[config.mk]
export PLATFORM = sky130hd
export DESIGN_NAME = serial_fetch_arbiter
export DESIGN_NICKNAME = d
export VERILOG_FILES = /design/src/rtl/serial_fetch_arbiter.sv
export SDC_FILE = /design/constraint.sdc
export NUM_CORES = 1
export LEC_CHECK = 0
export ABC_AREA = 0
export CAP_MARGIN = 20
export CORE_MARGIN = 3
export CORE_UTILIZATION = 40
export DETAILED_ROUTE_END_ITERATION = 6
export HOLD_SLACK_MARGIN = 0.08
export PLACE_DENSITY = 0.61
export REMOVE_ABC_BUFFERS = 1
export SYNTH_ARGS = -nofsm -noshare
export SYNTH_HDL_FRONTEND = slang
export SYNTH_SLANG_ARGS = --single-unit
export TNS_END_PERCENT = 30
[constraint.sdc]
create_clock -name sys_clk -period 7.7 [get_ports sys_clk]
set_clock_uncertainty 0.1 [all_clocks]
set_input_delay 0.77 -clock sys_clk [delete_from_list [all_inputs] [get_ports sys_clk]]
set_output_delay 0.77 -clock sys_clk [all_outputs]
set_load 0.05 [all_outputs]
[src/rtl/serial_fetch_arbiter.sv]
// Round-robin arbiter sharing one bit-serial memory port between an instruction
// fetcher and a micro-instruction fetcher: serial address out, turnaround, serial data in.
module serial_fetch_arbiter #(
    parameter int IADDR_W = 8,
    parameter int IDATA_W = 16,
    parameter int MADDR_W = 9,
    parameter int MDATA_W = 24,
    parameter int TURN    = 1
) (
    input  logic               sys_clk,
    input  logic               sys_reset,

    input  logic               i_req,
    input  logic [IADDR_W-1:0] i_addr,
    output logic               i_gnt,
    output logic               i_done,
    output logic [IDATA_W-1:0] i_data,

    input  logic               m_req,
    input  logic [MADDR_W-1:0] m_addr,
    output logic               m_gnt,
    output logic               m_done,
    output logic [MDATA_W-1:0] m_data,

    output logic               ser_addr_out,
    output logic               ser_addr_valid,
    output logic               ser_sel,
    input  logic               ser_data_in,

    output logic               busy,
    output logic [2:0]         dbg_state_o
);

    localparam int AMAX  = (IADDR_W > MADDR_W) ? IADDR_W : MADDR_W;
    localparam int DMAX  = (IDATA_W > MDATA_W) ? IDATA_W : MDATA_W;
    localparam int SH_W  = (AMAX > DMAX) ? AMAX : DMAX;
    localparam int CNT_W = $clog2(SH_W + 1);

    localparam logic [CNT_W-1:0] I_ALAST   = CNT_W'(IADDR_W - 1);
    localparam logic [CNT_W-1:0] M_ALAST   = CNT_W'(MADDR_W - 1);
    localparam logic [CNT_W-1:0] I_DLAST   = CNT_W'(IDATA_W - 1);
    localparam logic [CNT_W-1:0] M_DLAST   = CNT_W'(MDATA_W - 1);
    localparam logic [CNT_W-1:0] TURN_LAST = CNT_W'(TURN - 1);

    typedef enum logic [2:0] {
        ST_IDLE  = 3'd0,
        ST_ADDR  = 3'd1,
        ST_TURNA = 3'd2,
        ST_DATA  = 3'd3,
        ST_DONE  = 3'd4
    } state_t;

    state_t             state_q, state_d;
    logic               i_pend_q, i_pend_d;
    logic               m_pend_q, m_pend_d;
    logic [IADDR_W-1:0] i_addr_q, i_addr_d;
    logic [MADDR_W-1:0] m_addr_q, m_addr_d;
    logic               owner_q, owner_d;   // 0 = instruction, 1 = micro
    logic               last_q, last_d;     // requester served most recently
    logic [SH_W-1:0]    sh_q, sh_d;
    logic [CNT_W-1:0]   cnt_q, cnt_d;
    logic [IDATA_W-1:0] i_data_q, i_data_d;
    logic [MDATA_W-1:0] m_data_q, m_data_d;
    logic               grant_i, grant_m;
    logic [CNT_W-1:0]   addr_last, data_last;

    assign addr_last = owner_q ? M_ALAST : I_ALAST;
    assign data_last = owner_q ? M_DLAST : I_DLAST;

    always_ff @(posedge sys_clk or posedge sys_reset) begin
        if (sys_reset) begin
            state_q  <= ST_IDLE;
            i_pend_q <= 1'b0;
            m_pend_q <= 1'b0;
            i_addr_q <= '0;
            m_addr_q <= '0;
            owner_q  <= 1'b0;
            last_q   <= 1'b1;
            sh_q     <= '0;
            cnt_q    <= '0;
            i_data_q <= '0;
            m_data_q <= '0;
        end else begin
            state_q  <= state_d;
            i_pend_q <= i_pend_d;
            m_pend_q <= m_pend_d;
            i_addr_q <= i_addr_d;
            m_addr_q <= m_addr_d;
            owner_q  <= owner_d;
            last_q   <= last_d;
            sh_q     <= sh_d;
            cnt_q    <= cnt_d;
            i_data_q <= i_data_d;
            m_data_q <= m_data_d;
        end
    end

    // The counter falls back to 0 unless the state holds, so every state change restarts it.
    always_comb begin
        state_d  = state_q;
        owner_d  = owner_q;
        last_d   = last_q;
        sh_d     = sh_q;
        cnt_d    = '0;
        i_data_d = i_data_q;
        m_data_d = m_data_q;
        grant_i  = 1'b0;
        grant_m  = 1'b0;
        case (state_q)
            ST_IDLE: begin
                if (i_pend_q && (!m_pend_q || last_q)) begin
                    grant_i                  = 1'b1;
                    owner_d                  = 1'b0;
                    sh_d                     = '0;
                    sh_d[SH_W-1 -: IADDR_W]  = i_addr_q;
                    state_d                  = ST_ADDR;
                end else if (m_pend_q) begin
                    grant_m                  = 1'b1;
                    owner_d                  = 1'b1;
                    sh_d                     = '0;
                    sh_d[SH_W-1 -: MADDR_W]  = m_addr_q;
                    state_d                  = ST_ADDR;
                end
            end
            ST_ADDR: begin
                sh_d = {sh_q[SH_W-2:0], 1'b0};
                if (cnt_q == addr_last) state_d = ST_TURNA;
                else                    cnt_d   = cnt_q + CNT_W'(1);
            end
            ST_TURNA: begin
                if (cnt_q == TURN_LAST) state_d = ST_DATA;
                else                    cnt_d   = cnt_q + CNT_W'(1);
            end
            ST_DATA: begin
                sh_d = {sh_q[SH_W-2:0], ser_data_in};
                // The final bit lands straight in the data output so it is valid alongside done.
                if (cnt_q == data_last) begin
                    state_d = ST_DONE;
                    if (owner_q) m_data_d = {sh_q[MDATA_W-2:0], ser_data_in};
                    else         i_data_d = {sh_q[IDATA_W-2:0], ser_data_in};
                end else begin
                    cnt_d = cnt_q + CNT_W'(1);
                end
            end
            ST_DONE: begin
                last_d  = owner_q;
                state_d = ST_IDLE;
            end
            default: state_d = ST_IDLE;
        endcase
    end

    // A request is only taken when its flag is clear; a held flag keeps its captured address.
    always_comb begin
        i_pend_d = i_pend_q;
        i_addr_d = i_addr_q;
        m_pend_d = m_pend_q;
        m_addr_d = m_addr_q;
        if (grant_i) begin
            i_pend_d = 1'b0;
        end else if (i_req && !i_pend_q) begin
            i_pend_d = 1'b1;
            i_addr_d = i_addr;
        end
        if (grant_m) begin
            m_pend_d = 1'b0;
        end else if (m_req && !m_pend_q) begin
            m_pend_d = 1'b1;
            m_addr_d = m_addr;
        end
    end

    assign busy           = (state_q != ST_IDLE);
    assign i_gnt          = busy && !owner_q;
    assign m_gnt          = busy && owner_q;
    assign i_done         = (state_q == ST_DONE) && !owner_q;
    assign m_done         = (state_q == ST_DONE) && owner_q;
    assign i_data         = i_data_q;
    assign m_data         = m_data_q;
    assign ser_sel        = busy && owner_q;
    assign ser_addr_valid = (state_q == ST_ADDR);
    assign ser_addr_out   = ser_addr_valid && sh_q[SH_W-1];
    assign dbg_state_o    = state_q;

endmodule

Word-level counts from Yosys, hierarchy flattened

Index checks and enable logic that the tools add are counted.

Add/subtract/negate cells: 1
Multiply operators: 0
Div/mod/pow operators: 0
Order comparisons: 0
Equality and inequality tests: 10
Shift-type cells: 0
Multiplexer cells: 26
Bitwise logic cells: 3
Reductions and logical operators: 26

Operators with widths:

| operator            | count |
|---|---|
| $pmux 24 s3         | 1 |
| $mux 24             | 2 |
| $mux 5              | 4 |
| $mux 3              | 5 |
| $pmux 5 s3          | 1 |
| $pmux 3 s4          | 1 |
| $mux 1              | 11 |
| $logic_and 1x1->1   | 8 |
| $reduce_and 2->1    | 4 |
| $eq 3x2->1 const B  | 2 |
| $reduce_and 3->1    | 2 |
| $reduce_bool 2->1   | 3 |
| $reduce_bool 3->1   | 2 |
| $add 5x1->5 const B | 1 |
| $eq 5x4->1          | 1 |
| $eq 5x5->1          | 1 |
| $logic_not 5->1     | 1 |
| $mux 4              | 1 |
| $ne 2x2->1 const B  | 2 |
| $reduce_and 4->1    | 1 |
| $eq 3x1->1 const B  | 1 |
| $eq 3x3->1 const B  | 1 |
| $logic_not 1->1     | 3 |
| $logic_not 3->1     | 1 |
| 4 further kinds     | 6 |

Flip-flop bits (word level): 93
Bits in latches: 0
Bits in writable memories: 0
Bits in read-only memories: 0
Input port bits: 22
Output and inout bits: 51
Logic and storage cells: 77
Memories: 0

Depth between registers and ports, before layout

Gate-level depths: netlist of the first run.

Depth in word-level cells: 7
Gate-level depth with buffers: 8
Gate-level depth less buffers: 6

Worst setup path after synthesis of the first run

Ideal clock, no wire load.

Kind: register -> output
Start point: reg state_q[2] (netlist: dbg_state_o[2])
End point: out ser_addr_out
Arrival time: 2.426 ns
Data required time: 6.830 ns
Path slack: 4.404 ns
Stages on the path, launching flop included: 6
Buffers on the path: 2
Cells stage by stage: dfrtp_1 -> clkbuf_1 -> nand2b_1 -> clkbuf_1 -> nor2_1 -> and2_1

Word-level cells in the longest chain between the ends: 2

RTL lines:

| item                     | RTL line | text |
|---|---|---|
| start: declaration       | 53       | `state_t state_q, state_d;` |
| start signal: assignment | 84       | `state_q <= state_d;` |
| $eq 3x1->1               | 181      | `assign ser_addr_valid = (state_q == ST_ADDR);` |
| net ser_addr_valid       | 26       | `output logic ser_addr_valid,` |
| $logic_and 1x1->1        | 182      | `assign ser_addr_out = ser_addr_valid && sh_q[SH_W-1];` |
| end: declaration         | 25       | `output logic ser_addr_out,` |

The timed path passes the listed nets, and every way through them passes these cells.

Worst setup path after layout of the first run

Start point: reg state_q[1] (netlist: dbg_state_o[1])
End point: out m_gnt

Word-level cells in the longest chain between the ends: 2

RTL lines:

| item              | RTL line | text |
|---|---|---|
| $reduce_bool 3->1 | 173      | `assign busy = (state_q != ST_IDLE);` |
| $logic_and 1x1->1 | 175      | `assign m_gnt = busy && owner_q;` |
| end: declaration  | 21       | `output logic m_gnt,` |

Every way passes these cells.

==> results of run 1 <==
[per-layer routing]
layer / up-vias / wire, um
met5: - / 0
met4: 0 / 130
met3: 10 / 504
met2: 72 / 3420
met1: 1255 / 3650
li1: 1237 / -
[through the flow]
| stage | hold WS, ns | util [%] |
|---|---|---|
| 2_1_floorplan | 0.374 | - |
| 3_3_place_gp | 0.389 | 50.5 |
| 3_5_place_dp | 0.395 | 50.5 |
| 4_1_cts | 0.411 | 52.5 |
| 5_1_grt | 0.427 | 52.7 |
| 6_report | 0.410 | 52.7 |
[registers in the layout (all words and copies together), names as in the netlist, 3 cells and up]
| name | cells |
|---|---|
| i_data | 16 |
| i_addr_q | 8 |
| cnt_q | 5 |
| m_data | 24 |
| m_addr_q | 9 |
| sh_q | 24 |
| dbg_state_o | 3 |
[synthesized netlist by cell type (2+ instances only)]
cell type / number / area [sq um]
o22a_1: 2 / 17.5
mux2_4: 20 / 300
buf_4: 2 / 15.0
buf_2: 3 / 15.0
nor2_1: 12 / 45.0
o211ai_1: 8 / 60.1
xor2_1: 2 / 17.5
nor3_1: 5 / 25.0
buf_12: 2 / 40.0
buf_6: 2 / 22.5
o21ai_1: 5 / 25.0
ha_1: 2 / 25.0
o21ai_0: 13 / 65.1
mux2_2: 37 / 417
and2_1: 2 / 12.5
clkbuf_1: 12 / 45.0
inv_1: 6 / 22.5
mux2i_1: 8 / 80.1
nand3_1: 11 / 55.1
a31oi_1: 3 / 18.8
dfrtp_1: 92 / 2300
and3_1: 3 / 18.8
nand2_1: 43 / 161
nor2b_1: 3 / 18.8
[final cells by class]
class	count	share of cell area, %
Tap cell	129	3.22
Clock buffer	11	2.62
Sequential cell	93	46.5
Multi-Input combinational cell	198	30.8
Timing Repair Buffer	77	15.1
Clock inverter	5	1.22
Inverter	6	0.500
[report_power, final]
part / internal, mW / switching (mW)
clock: 0.151 / 0.168
sequential: 0.619 / 0.125
combinational: 0.218 / 0.291
[final timing paths]
path                               endpoint  slack, ns           start  depth (start not counted)
worst min-delay path            m_addr_q[7]       0.41     m_addr_q[7]                          1
worst max register to register    m_data[0]       4.90  dbg_state_o[0]                          5
worst min register to register  m_addr_q[7]       0.41     m_addr_q[7]                          1
max in group asynchronous          sh_q[18]       5.78       sys_reset                          3
min in group asynchronous        i_data[13]       0.71       sys_reset                          2
worst max-delay path                  m_gnt       4.46  dbg_state_o[1]                          4
[critical path, delay by kind of cell (launching register included)]
kind                   cells  cell delay (ns)
buffers and inverters      2             0.89
DFF                        1             0.53
and+or+nand+nor            2             0.60
[cells in the final DEF (no fill, tap or decap), types with 2 or more instances in the layout]
cell type / n
o22a_1: 2
xor2_1: 2
nor2b_1: 2
o211ai_1: 8
mux2_2: 37
mux2i_1: 8
nor2_1: 12
o21ai_0: 12
a31oi_1: 3
clkinvlp_4: 3
o21ai_1: 6
clkbuf_1: 2
ha_1: 2
nand3_1: 11
clkbuf_8: 9
and2_1: 2
and3_1: 3
inv_1: 5
nand2_1: 43
nor3_1: 5
clkdlybuf4s50_1: 72
buf_4: 5
dfrtp_1: 92
mux2_4: 20
[cell families after synthesis]
group | count (synthesis) | share of synthesized area (%)
AND/OR/NAND/NOR | 90 | 10.7
buffers and inverters | 27 | 3.98
AO/OA/AOI/OAI | 38 | 6.40
XOR/XNOR | 3 | 0.652
multiplexers | 65 | 19.8
adder cells (fa/ha/maj) | 2 | 0.621
flip-flops | 93 | 57.8
==> reports/qor.log, run 1 <==
qor: outcome.run_status finished clean
qor: sta.worst-slew-pin-transition 0.977 ns
qor: synthesis.syn-instance-count 318
qor: clocking.post_cts.resized_instances 0
qor: place.post-place-cells 501
qor: layout.multi_input_comb_area 1540 sq um
qor: clocking.cts_buffers 9
qor: layout.layout-drive-gt1-share 21.8%
qor: sta.fin_crit 3.24 ns
qor: sta.worst_slack 4.46 ns
qor: clocking.post-cts-setup-buffer-count 0
qor: layout.synthToLayoutAreaGrowth 24.3%
qor: global_route.grt.met1_usage 20.0%
qor: layout.fillCellCount 832
qor: sta.number_of_hold_violations_in_the_final_report 0
qor: layout.finish.net_count 409
qor: sta.setup_total_negative_slack 0 ns
qor: place.gp_congestion 0.809
qor: clocking.cts_hold_buf 0
qor: synthesis.synthArstFlopShare 100%
qor: layout.final-seq-area 2330 sq um
qor: setup_path.cp-start-kind register
qor: detailed_routing.first_pass_drt_iterations 4
qor: place.hpwl 5330 um
qor: die.floorplan.io_pins 73
qor: place.buffer_ports.inserted 72
qor: global_route.largest_net_degree_at_the_start_of_global_routing 51
qor: synthesis.yosys_warnings 0
qor: detailed_routing.drt_drc_violations_left 0
qor: synthesis.synthesis.area_per_instance 12.7 sq um
qor: clocking.cts_num_sinks 93
qor: synthesis.synth_cell_types 44
qor: setup_path.worst_ep_arrival_time 2.37 ns
qor: die.die-width 106 um
qor: detailed_routing.routed_wire_length_per_instance 14.8 um
qor: synthesis.synth-edff-count 0
qor: global_route.grt_pass1_wl 13000 um
qor: synthesis.synth_ff_type dfrtp_1
qor: global_route.groute.layer.met3.usage 3.64%
qor: clocking.cts_root_buf clkbuf_8
qor: global_route.via_count_of_the_first_global_routing_pass 2525
qor: clocking.h-tree-depth 3
qor: setup_path.max_stage_delay 0.70 ns
qor: die.fp-row-count 35
qor: flow_run.cap_violations 0
qor: sta.setup-violations-final 0
qor: setup_path.worstPathCellList nor3_1 -> inv_1 -> and2_1 -> clkdlybuf4s50_1
qor: sta.min_period_over_period 42.1%
qor: synthesis.synth_sequential_area_ratio 57.8%
qor: sta.max_freq 309 MHz
qor: detailed_routing.wirelength 7700 um
qor: setup_path.worst_setup_path_end_kind output port
qor: die.die_h 106 um
qor: global_route.grtUsageTotal 14.4%
qor: global_route.top_usage_layer met2
qor: sta.slew_viol_final 0
qor: synthesis.syn_area 4030 sq um
qor: clocking.clockBufferDepth 2
qor: worst_hold_path.hold_path_class register to register
qor: synthesis.ys_seq_elements 93
qor: die.fp.dieArea 11300 sq um
qor: global_route.initial_antenna_violation_count 0
qor: detailed_routing.initial_detailed_routing_violation_count 95
qor: detailed_routing.avgViaCountPerCell 4.96
qor: global_route.gr-total-overflow 0
qor: die.floorplan.initialDensity 42.4%
qor: sta.unrepaired_setup_endpoints_after_global_routing no
qor: pwr.p_per_area 314 nW/um^2
qor: setup_path.cp_max_fo 12
qor: layout.layoutNonFillerInstCount 519
qor: detailed_routing.ant_nets 0
qor: clocking.clkLatencyLatePin 0.36 ns
qor: global_route.grt_use_met2 21.7%
qor: place.pre_cts_ws 4.85 ns
qor: pwr.total_power 1.57 mW
qor: place.dpl-instance-area 4800 sq um
qor: pwr.vdd_ir_drop_max 0.247 mV
qor: sta.slew_headroom 34.6%
qor: clocking.clkTransAtPathRegs 0.08 ns
qor: setup_path.path_class register to output port
qor: pwr.leakage_power 2.31 nW
qor: detailed_routing.detailroute.via_count 2574
qor: die.floorplan.core_area 9500 sq um
qor: clocking.tritoncts built
qor: layout.post-route-cell-area 5010 sq um
qor: setup_path.worst_ep_required_time 6.83 ns
qor: layout.insertedDiodeCount 0
qor: setup_path.critical_path.slowest_cell clkdlybuf4s50_1
Power figures use the tool's default switching activity.
==> run 2, diff against run 1 <==
- clock period: 7.7 -> 3.23 ns (I/O delays scaled with it)
==> run 2 against run 1 <==
  * Sequential share of layout area decreased by 0.56 points
  * Die area unchanged
  * Highest routed layer unchanged
  * Critical path depth is the same
  * Global-route usage rose by 0.24 points
  * Routed wire length increased by 1.9%
  * Setup slack lost 4.0 ns
  * Non-clock buffer count up 3
  * Critical endpoint unchanged
  * Total power rose by 140%
  * Clock-buffer cell count shrank 1
  * First-iteration DRC count grew 23%
  * Register-to-register slack lost 3.9 ns
==> reports/qor.log, run 2 (same netlist as run 1, synthesis figures left out) <==
qor: place.pre_cts_ws 0.874 ns [-3.97 ns]
qor: sta.max_freq 367 MHz
qor: setup_path.cp_max_fo 11 [-1]
qor: layout.layout-drive-gt1-share 23.0% [+1.2 points]
qor: setup_path.cp-start-kind register
qor: flow_run.cap_violations 0 [unchanged]
qor: die.floorplan.core_area 9500 sq um [unchanged]
qor: pwr.p_per_area 758 nW/um^2 [+140%]
qor: sta.setup_total_negative_slack 0 ns [unchanged]
qor: setup_path.worst_setup_path_end_kind output port
qor: detailed_routing.avgViaCountPerCell 4.99 [+0.66%]
qor: detailed_routing.wirelength 7850 um [+1.9%]
qor: pwr.leakage_power 2.35 nW [+1.7%]
qor: sta.slew_viol_final 0 [unchanged]
qor: setup_path.path_class register to output port
qor: detailed_routing.initial_detailed_routing_violation_count 117 [+23%]
qor: layout.layoutNonFillerInstCount 521 [+0.39%]
qor: detailed_routing.ant_nets 0 [unchanged]
qor: clocking.cts_root_buf clkbuf_8
qor: clocking.post-cts-setup-buffer-count 0 [unchanged]
qor: layout.multi_input_comb_area 1540 sq um [unchanged]
qor: setup_path.worst_ep_arrival_time 2.30 ns [-0.07 ns]
qor: detailed_routing.detailroute.via_count 2601 [+1.0%]
qor: detailed_routing.routed_wire_length_per_instance 15.1 um [+1.5%]
qor: die.floorplan.io_pins 73 [unchanged]
qor: place.gp_congestion 0.791 [-2.2%]
qor: die.fp.dieArea 11300 sq um [unchanged]
qor: layout.final-seq-area 2330 sq um [unchanged]
qor: outcome.run_status finished clean
qor: global_route.grtUsageTotal 14.7% [+0.24 points]
qor: global_route.grt_pass1_wl 13200 um [+2.1%]
qor: layout.finalCoreUtilization 53.3% [+0.65 points]
qor: global_route.initial_antenna_violation_count 0 [unchanged]
qor: die.floorplan.initialDensity 42.4% [unchanged]
qor: clocking.post_cts.resized_instances 0 [unchanged]
qor: die.die-width 106 um [unchanged]
qor: clocking.clockBufferDepth 2 [unchanged]
qor: layout.mostFrequentLayoutCells dfrtp_1 (92), clkdlybuf4s50_1 (71), nand2_1 (43)
qor: pwr.total_power 3.84 mW [+140%]
qor: layout.insertedDiodeCount 0 [unchanged]
qor: sta.min_period_over_period 84.4%
qor: layout.layout.cells.most_common dfrtp_1
qor: detailed_routing.drt_drc_violations_left 0 [unchanged]
qor: sta.worst_slack 0.505 ns [-3.96 ns]
qor: clocking.cts_hold_buf 0 [unchanged]
qor: sta.slew_headroom 50.0% [+15 points]
qor: die.fp-row-count 35 [unchanged]
qor: place.post-place-cells 505 [+0.80%]
qor: clocking.cts_buffers 9 [unchanged]
qor: pwr.vdd_ir_drop_max 0.591 mV [+140%]
qor: sta.worst-slew-pin-transition 0.749 ns [-0.228 ns]
qor: place.buffer_ports.inserted 72 [unchanged]
qor: die.die_h 106 um [unchanged]
qor: sta.fin_crit 2.73 ns
qor: layout.synthToLayoutAreaGrowth 25.8%
qor: setup_path.worst_ep_required_time 2.81 ns [-4.02 ns]
qor: clocking.tritoncts built
qor: global_route.via_count_of_the_first_global_routing_pass 2641 [+4.6%]
qor: global_route.gr-total-overflow 0 [unchanged]
qor: detailed_routing.first_pass_drt_iterations 4 [unchanged]
qor: clocking.cts_num_sinks 93 [unchanged]
qor: sta.setup-violations-final 0 [unchanged]
qor: global_route.largest_net_degree_at_the_start_of_global_routing 54 [+5.9%]
qor: worst_hold_path.hold_path_class input port to async pin
qor: sta.number_of_hold_violations_in_the_final_report 0 [unchanged]
qor: clocking.clkTransAtPathRegs 0.09 ns [about the same]
qor: layout.fillCellCount 844 [+1.4%]
qor: layout.finish.net_count 412 [+0.73%]
qor: place.hpwl 5430 um [+1.7%]
qor: clocking.clkLatencyLatePin 0.34 ns [-0.02 ns]
qor: clocking.h-tree-depth 3 [unchanged]
qor: sta.unrepaired_setup_endpoints_after_global_routing no
[run 2: where the power goes]
group          internal [mW]  switching [mW]  total [mW]  leakage, nW
combinational          0.524           0.695        1.22         1.03
clock                  0.456           0.397       0.853        0.105
sequential              1.48           0.297        1.77         1.21
[run 2: cell type report]
class | instances | share of cell area [%]
Inverter | 6 | 0.494
Timing Repair Buffer | 80 | 15.6
Multi-Input combinational cell | 198 | 30.4
Clock inverter | 5 | 1.65
Tap cell | 129 | 3.18
Clock buffer | 10 | 2.72
Sequential cell | 93 | 45.9
[run 2: final timing paths]
kind | from | end | slack, ns | depth (start not counted)
min in group sys_clk | m_addr_q[0] | m_addr_q[0] | 0.41 | 1
max | dbg_state_o[2] | m_gnt | 0.50 | 4
min reg2reg | m_addr_q[0] | m_addr_q[0] | 0.41 | 1
min | sys_reset | m_data[13] | 0.28 | 2
max reg2reg | dbg_state_o[2] | sh_q[15] | 1.04 | 5
max in group asynchronous | sys_reset | sh_q[23] | 2.08 | 3
[run 2: per-layer routing]
| metal | GRT usage [%] | up-vias | routed length (um) |
|---|---|---|---|
| met5 | 0 | - | 0 |
| met1 | 19.2 | 1288 | 3600 |
| li1 | - | 1243 | - |
| met3 | 3.52 | 10 | 450 |
| met2 | 23.6 | 60 | 3670 |
| met4 | 5.55 | 0 | 121 |
[run 2: stage by stage]
stage	area [sq um]	hold slack [ns]
floorplan	3890	0.360
global placement	4840	0.387
detailed placement	4840	0.395
CTS	5060	0.292
global route	5070	0.320
finish	5070	0.281
[run 2: worst max-delay path, stage by stage, from the launching register on]
cell and delay (ns):
dfrtp_1 0.50, nor3_1 0.38, inv_1 0.17, and2_1 0.20, clkdlybuf4s50_1 0.70
